==> src/rtl/fetch_pkg.sv <==
// Shared types and constants for the instruction fetch queue.
package fetch_pkg;

  // addi x0,x0,0 -- the bubble presented while the queue is empty.
  localparam logic [31:0] DEFAULT_NOP_INSTR = 32'h0000_0013;

  // Byte distance between consecutive sequential fetches.
  localparam logic [63:0] PC_STEP = 64'd4;

  // One queued fetch: the instruction word and the address it came from.
  typedef struct packed {
    logic [31:0] instr;
    logic [63:0] pc;
  } fetch_entry_t;

endpackage

==> src/rtl/fetch_fifo_mem.sv <==
// Storage for the fetch queue: synchronous write, asynchronous read of the head.
// The read is combinational so the head reaches IF/ID without an extra cycle.
module fetch_fifo_mem
  import fetch_pkg::*;
#(
  parameter int DEPTH = 4,
  parameter int AW    = $clog2(DEPTH)
) (
  input  logic         clk,
  input  logic         wr_en,
  input  logic [AW-1:0] wr_addr,
  input  fetch_entry_t wr_data,
  input  logic [AW-1:0] rd_addr,
  output fetch_entry_t rd_data
);

  fetch_entry_t mem [DEPTH];

  // Write the newly fetched entry into its slot; contents are never reset.
  always_ff @(posedge clk) begin
    if (wr_en) begin
      mem[wr_addr] <= wr_data;
    end
  end

  assign rd_data = mem[rd_addr];

endmodule

==> src/rtl/instr_fetch_queue.sv <==
// Fetch-stage prefetch buffer: owns the fetch PC, issues sequential reads to
// instruction memory and queues {instr, pc} pairs for IF/ID. Decode stalls are
// absorbed by the queue; a branch flush empties it and redirects the fetch PC.
module instr_fetch_queue
  import fetch_pkg::*;
#(
  parameter int          DEPTH      = 4,
  parameter logic [63:0] RESET_PC   = 64'd0,
  parameter logic [63:0] IMEM_BYTES = 64'd256,
  parameter logic [31:0] NOP_INSTR  = DEFAULT_NOP_INSTR
) (
  input  logic                     clk,
  input  logic                     reset,
  input  logic                     stall,
  input  logic                     flush,
  input  logic [63:0]              redirect_pc,
  output logic [63:0]              imem_addr,
  input  logic [31:0]              imem_instr,
  output logic                     out_valid,
  output logic [31:0]              out_instr,
  output logic [63:0]              out_pc,
  output logic [$clog2(DEPTH):0]   count
);

  localparam int AW = $clog2(DEPTH);
  localparam int CW = AW + 1;

  logic [63:0]   fetch_pc_reg, fetch_pc_next;
  logic [AW-1:0] rd_ptr_reg, rd_ptr_next;
  logic [AW-1:0] wr_ptr_reg, wr_ptr_next;
  logic [CW-1:0] count_reg, count_next;

  logic         pop;
  logic         push;
  logic         fetch_ok;
  logic         not_full;
  fetch_entry_t wr_entry;
  fetch_entry_t head_entry;

  assign out_valid = (count_reg != '0);
  assign fetch_ok  = (fetch_pc_reg < IMEM_BYTES);
  assign not_full  = (count_reg < CW'(DEPTH));
  // Flush suppresses both directions so wrong-path work never lands in the queue.
  assign pop       = out_valid & ~stall & ~flush;
  assign push      = fetch_ok & ~flush & (not_full | pop);

  assign wr_entry.instr = imem_instr;
  assign wr_entry.pc    = fetch_pc_reg;

  fetch_fifo_mem #(
    .DEPTH (DEPTH),
    .AW    (AW)
  ) u_mem (
    .clk     (clk),
    .wr_en   (push),
    .wr_addr (wr_ptr_reg),
    .wr_data (wr_entry),
    .rd_addr (rd_ptr_reg),
    .rd_data (head_entry)
  );

  // Next-state for pointers, occupancy and fetch PC; flush overrides everything.
  always_comb begin
    fetch_pc_next = fetch_pc_reg;
    rd_ptr_next   = rd_ptr_reg;
    wr_ptr_next   = wr_ptr_reg;
    count_next    = count_reg;
    if (flush) begin
      fetch_pc_next = redirect_pc;
      rd_ptr_next   = '0;
      wr_ptr_next   = '0;
      count_next    = '0;
    end else begin
      // Pointers are a power-of-two width, so the increment wraps naturally.
      if (push) begin
        wr_ptr_next   = wr_ptr_reg + AW'(1);
        fetch_pc_next = fetch_pc_reg + PC_STEP;
      end
      if (pop) begin
        rd_ptr_next = rd_ptr_reg + AW'(1);
      end
      case ({push, pop})
        2'b10:   count_next = count_reg + CW'(1);
        2'b01:   count_next = count_reg - CW'(1);
        default: count_next = count_reg;
      endcase
    end
  end

  // Control state register with asynchronous active-low reset.
  always_ff @(posedge clk or negedge reset) begin
    if (!reset) begin
      fetch_pc_reg <= RESET_PC;
      rd_ptr_reg   <= '0;
      wr_ptr_reg   <= '0;
      count_reg    <= '0;
    end else begin
      fetch_pc_reg <= fetch_pc_next;
      rd_ptr_reg   <= rd_ptr_next;
      wr_ptr_reg   <= wr_ptr_next;
      count_reg    <= count_next;
    end
  end

  assign imem_addr = fetch_pc_reg;
  assign count     = count_reg;
  assign out_instr = out_valid ? head_entry.instr : NOP_INSTR;
  assign out_pc    = out_valid ? head_entry.pc    : 64'd0;

endmodule

==> config.mk <==
export PLATFORM = sky130hd
export DESIGN_NAME = instr_fetch_queue
export DESIGN_NICKNAME = d
export VERILOG_FILES = /design/src/rtl/fetch_pkg.sv /design/src/rtl/fetch_fifo_mem.sv /design/src/rtl/instr_fetch_queue.sv
export SDC_FILE = /design/constraint.sdc
export NUM_CORES = 1
export LEC_CHECK = 0
export ABC_AREA = 1
export CAP_MARGIN = 25
export CORE_ASPECT_RATIO = 1.2
export CORE_MARGIN = 2
export CORE_UTILIZATION = 32
export CTS_CLUSTER_SIZE = 24
export DETAILED_ROUTE_END_ITERATION = 8
export HOLD_SLACK_MARGIN = 0.15
export SYNTH_ARGS = -nofsm -noshare
export SYNTH_HDL_FRONTEND = slang
export SYNTH_SLANG_ARGS = --single-unit
==> constraint.sdc <==
create_clock -name clk -period 12.7 [get_ports clk]
set_input_delay 3.175 -clock clk [delete_from_list [all_inputs] [get_ports clk]]
set_output_delay 3.175 -clock clk [all_outputs]
set_load 0.01 [all_outputs]
==> out/results.ini, run 1 <==
[outcome]
status=finished clean

[timing]
layout_setup_ws_ns=5.88
fin_skew_ns=0.0207
tns_ns=0
fmax_mhz=147
slew_headroom_pct=38.3
finalSetupViolations=0
tightest_slew_ns=0.926
finalHoldViolations=0
period_needed_ns=6.82
period_share_pct=53.7
slew_viol_final=0
rsz0062_at_grt=no

[global_routing]
grt_remaining_overflow=0
grt_pass1_wl_mm=74.1
grt_max_degree=116
grt.total_usage_pct=16.9
grt_pass1_vias=12300
antenna_found_initial=2

[synth]
syn_area_mm2=0.0180
synth.area.top_cells=edfxtp_1 64%, nor2_1 10%, dfrtp_1 9.9%
yosysTopAreaCellShare_pct=64.0
ys_ff_latch=455
yosysMostFrequentCell=nor2_1
yosysUniqueCellTypes=31
ys_seq_area_share_pct=73.9
synth_area_per_cell_um2=11.6
synth_commonest_cells=478 x nor2_1, 384 x edfxtp_1, 184 x o21ai_0, 162 x nand2_1, 95 x a21oi_1
synth_edf_count=384
syn_nets=1659
ys_warn_count=0
yosys.area.top_type=edfxtp_1
synth_ff_type=edfxtp_1
synthArstFlopShare_pct=15.6
synth_cells=1553

[layout]
largest_register_ffs=384
syn_to_final_growth_pct=27.2
final_layout_size_suffix_gt1_share_pct=5.89
fillers=5290
final_area_mm2=0.0229
layout.nets=1903

[placed_design]
pre_cts_slack_ns=6.01
io_buffers=263
placed_area_mm2=0.0214
dp_hpwl_mm=28.8
gp_congestion=0.764

[cts]
cts_tree=done
clkTransAtPathRegs_ns=0.06
cts-root-buf=clkbuf_16
cts_sinks=455
postCtsSetupRepairBufs=0
holdBufCountCts=0
clock_latency_ns=0.58
htreeDepth=2
clockBufferDepth=3
post_cts_resized=0
cts_inserted_buffers=48

[floorplan]
die_height_um=264
initial_core_util_pct=32.2
rows=95
core_area_mm2=0.0559
fp.dieArea_mm2=0.0582
die_w_um=221
io_pins=264

[drt]
via_per_inst=4.79
routed_wl_mm=49.4
routedWlPerCell_um=19.3
ant_nets=0
num_vias=12300
drtPass1Iterations=5
dr.first_iter.drc_count=833
route.detailed.drc=0

[setup_path]
critPathCaptureType=output port
worst-endpoint-required_ns=9.52
worstPathCellList=inv_4, buf_4, nor2_1, o21ai_0, a21oi_1, clkdlybuf4s50_1
crit_type=flip-flop to output port
startpoint_type=flip-flop
cp.arrival_ns=3.65
max_stage_delay_ns=0.94
cp_slowest_cell=dfrtp_4
cp_max_fo=53

[power]
cellLeakagePower_uw=0.00809
max-vdd-ir-drop_mv=0.0946
power_density_mw_per_mm2=137

[hold_path]
hp-class=flip-flop to flip-flop

[job]
drv_cap=0

-- cell type report --
class,count,area [um^2],share of cell area [%]
clock inverter,20,140,0.612
sequential,455,13300,58.1
antenna,2,5.00,0.0218
inverter,29,119,0.519
tap,727,910,3.97
timing repair buffer,283,2820,12.3
multi-input combinational,980,4260,18.6
clock buffer,66,1340,5.85
-- path summary, 6_finish.rpt --
check | startpoint | depth (start not counted) | to | slack, ns
setup / recovery | rd_ptr_reg[1] | 6 | out_pc[38] | 5.88
hold / removal | wr_ptr_reg[0] | 1 | wr_ptr_reg[0] | 0.55
hold reg to reg | wr_ptr_reg[0] | 1 | wr_ptr_reg[0] | 0.55
min in group asynchronous | reset | 1 | imem_addr[14] | 2.57
max in group asynchronous | reset | 2 | rd_ptr_reg[1] | 9.49
setup reg to reg | count[0] | 12 | imem_addr[50] | 8.85
-- logic make-up (layout without fill, tap and decap cells) --
group	after synthesis	count (layout)	synth area share (%)
compound gates	299	299	8.44
xor+xnor	5	5	0.243
buf+inv	118	398	2.65
simple gates	670	670	14.3
other cells	0	2	0
flops	455	455	73.9
fa+ha+maj	6	6	0.458
-- placed cells by master (no fill, tap or decap), types with 3 or more instances in the layout --
master | Yosys | layout
nand2_1 | 162 | 162
a21oi_1 | 95 | 95
nor2_4 | 1 | 5
dfrtp_1 | 71 | 69
xnor2_1 | 3 | 3
clkbuf_1 | 62 | 12
nand3_1 | 14 | 14
inv_6 | 0 | 5
inv_1 | 24 | 24
edfxtp_1 | 384 | 384
nor2_1 | 478 | 474
o211ai_1 | 3 | 3
nand4_1 | 3 | 3
clkinv_2 | 0 | 5
clkdlybuf4s50_1 | 0 | 261
ha_1 | 5 | 5
o21ai_0 | 184 | 184
buf_4 | 0 | 18
clkbuf_16 | 0 | 49
clkbuf_8 | 0 | 5
clkinv_1 | 1 | 7
o21ai_1 | 12 | 12
nand2_2 | 4 | 4
o311ai_0 | 3 | 3
-- power by group --
part	internal (uW)	leakage, uW	switching [uW]
combinational	71.6	0.00306	60.9
sequential	1650	0.00431	41.8
clock	758	0.000721	566
total	2480	0.00809	669
-- worst max-delay path: cells and delay by family (launching register included) --
kind            cells  cell delay, ns
simple gates        1            0.19
compound gates      2            0.34
buf+inv             3            1.54
flops               1            0.94
-- metrics by stage --
step	power [uW]	hold slack, ns	std cells	util [%]
2_1_floorplan	1750	0.500	1553	-
3_3_place_gp	1850	0.539	2471	38.2
3_5_place_dp	1860	0.543	2471	38.2
4_1_cts	3190	0.551	2557	40.9
5_1_grt	3260	0.569	2561	41.0
6_report	3150	0.553	2562	41.0
-- metal layers --
| layer | vias to the layer above | GRT usage [%] | wire [um] |
|---|---|---|---|
| li1 | 5828 | - | - |
| met1 | 6039 | 20.9 | 20600 |
| met2 | 321 | 29.7 | 24900 |
| met3 | 76 | 2.83 | 2500 |
| met4 | 0 | 5.55 | 1380 |
| met5 | - | 0 | 0 |
Note: power is estimated with default switching activity, not from simulation.
==> inputs of run 2 (changes only) <==
==> constraint.sdc (replaced) <==
create_clock -name clk -period 6.8 [get_ports clk]
set_input_delay 1.7 -clock clk [delete_from_list [all_inputs] [get_ports clk]]
set_output_delay 1.7 -clock clk [all_outputs]
set_load 0.01 [all_outputs]
==> run 2 against run 1 <==
  * Clock skew fell by 0.0024 ns
  * Register-to-register slack lost 5.3 ns
  * Critical path depth fell by 1
  * Sequential share of layout area fell by 0.063 points
  * Critical path type unchanged
  * Via count rose by 0.36%
  * Flip-flop and latch count did not move
  * Power up 90%
  * Non-clock buffer count shrank 2
  * Highest routed layer is now met5
  * Global-route usage about the same
  * Clock power grew 95%
  * Worst hold slack about the same
==> out/results.ini, run 2 (synthesized netlist as in run 1, its figures left out) <==
[outcome]
status=finished clean

[cts]
cts-root-buf=clkbuf_16
postCtsSetupRepairBufs=0
post_cts_resized=0
clkTransAtPathRegs_ns=0.06
cts_tree=done
clock_latency_ns=0.57
cts_inserted_buffers=46
clockBufferDepth=3
cts_sinks=455
holdBufCountCts=0
htreeDepth=2

[setup_path]
max_stage_delay_ns=0.80
cp.arrival_ns=3.73
crit_type=flip-flop to output port
cp_slowest_cell=dfrtp_4
cp_max_fo=103
worst-endpoint-required_ns=5.10
r2r-start=imem_addr[61]
critPathCaptureType=output port
startpoint_type=flip-flop
startpoint=rd_ptr_reg[0]
worstPathCellList=inv_6, buf_4, o21ai_0, a21oi_1, clkdlybuf4s50_1

[layout]
syn_to_final_growth_pct=27.3
most-common-layout-cells=474 x nor2_1, 384 x edfxtp_1, 261 x clkdlybuf4s50_1
fillers=5260
antenna_cells=0
final_cells=2557
largest_register_ffs=384
layout.nets=1899
final_common_cell=nor2_1
final_area_mm2=0.0229
final_layout_size_suffix_gt1_share_pct=6.01

[power]
max-vdd-ir-drop_mv=0.171
switching_power_uw=1260
pwr-share-comb_pct=4.2
p_sw_share_pct=21.0
power_frac_seq_pct=52.7
p_int_uw=4730
cellLeakagePower_uw=0.00810
power_density_mw_per_mm2=261
clockPowerShare_pct=43.1

[placed_design]
io_buffers=263
dp_hpwl_mm=28.7
placed_area_mm2=0.0214
gp_congestion=0.763
place_inst=2471

[hold_path]
hp-class=flip-flop to flip-flop
min_from=wr_ptr_reg[0]

[drt]
routed_wl_mm=49.2
via_per_inst=4.81
dr.first_iter.drc_count=855
drtPass1Iterations=5
num_vias=12300
ant_nets=0
routedWlPerCell_um=19.2
route.detailed.drc=0

[floorplan]
initial_core_util_pct=32.2
fp.dieArea_mm2=0.0582
core_area_mm2=0.0559
rows=95
die_w_um=221
die_height_um=264
io_pins=264

[global_routing]
grt_max_degree=104
grt.total_usage_pct=16.9
grt_pass1_vias=12300
grt_remaining_overflow=0
grt_pass1_wl_mm=74.4
antenna_found_initial=3

[timing]
rsz0062_at_grt=no
period_share_pct=79.9
finalHoldViolations=0
slew_headroom_pct=32.3
tightest_slew_ns=1.02
period_needed_ns=5.43
fmax_mhz=184
finalSetupViolations=0
slew_viol_final=0
fin_skew_ns=0.0183

[job]
drv_cap=0

[run 2: cell count changes in the layout (fill, tap and decap cells not counted), sizes merged]
cell      change
inv           -2
diode         -2
bufinv        +5
buf           -2
clkinvlp      +2
clkinv        +3
clkbuf        -9
[run 2: through the flow]
| stage | power, uW | util (%) | setup TNS, ns | worst slack [ns] | hold WS, ns |
|---|---|---|---|---|---|
| after floorplan | 3260 | - | -109.10 | -0.284 | 0.500 |
| after global placement | 3460 | 38.3 | 0 | 1.95 | 0.535 |
| after detailed placement | 3470 | 38.3 | 0 | 1.94 | 0.543 |
| after CTS | 6070 | 41.0 | 0 | 1.32 | 0.552 |
| after global routing | 6200 | 41.1 | 0 | 1.15 | 0.583 |
| final | 5990 | 41.1 | 0 | 1.37 | 0.553 |
[run 2: cell type report]
class	count	area, um^2	share of cell area [%]
clock buffers	57	1230	5.38
flip-flops and latches	455	13300	58.1
multi-input cells	980	4260	18.6
repair buffers	281	2790	12.2
clock inverters	28	304	1.33
well taps	727	910	3.97
inverters	29	119	0.518
[run 2: worst paths after layout]
kind                                    end  slack [ns]  cells after the start
max in group asynchronous     imem_addr[59]        5.11                      2
max                               out_pc[7]        1.37                      5
max reg2reg                u_mem.mem[0][78]        3.60                      8
min                           wr_ptr_reg[0]        0.55                      1
min reg2reg                   wr_ptr_reg[0]        0.55                      1
min in group asynchronous     imem_addr[12]        1.05                      1
[run 2: critical path, delay by kind of cell (launching register included)]
family	cells	cell delay [ns]
buf+inv	3	1.78
compound gates	2	0.43
flops	1	0.80
[run 2: power by group through the flow]
stage	Sequential [uW]	Combinational (uW)	Clock, uW
CTS	3160	255	2660
detailed placement	3220	254	0
global placement	3210	251	0
floorplan	3200	61.0	0
finish	3160	253	2580
global route	3160	276	2770
[run 2: layer usage]
layer / vias up / GRT usage [%] / wire length [um]
li1: 5823 / - / -
met1: 6020 / 21.8 / 20900
met2: 386 / 28.3 / 23800
met3: 75 / 3.32 / 3020
met4: 4 / 5.50 / 1420
met5: - / 0 / 32
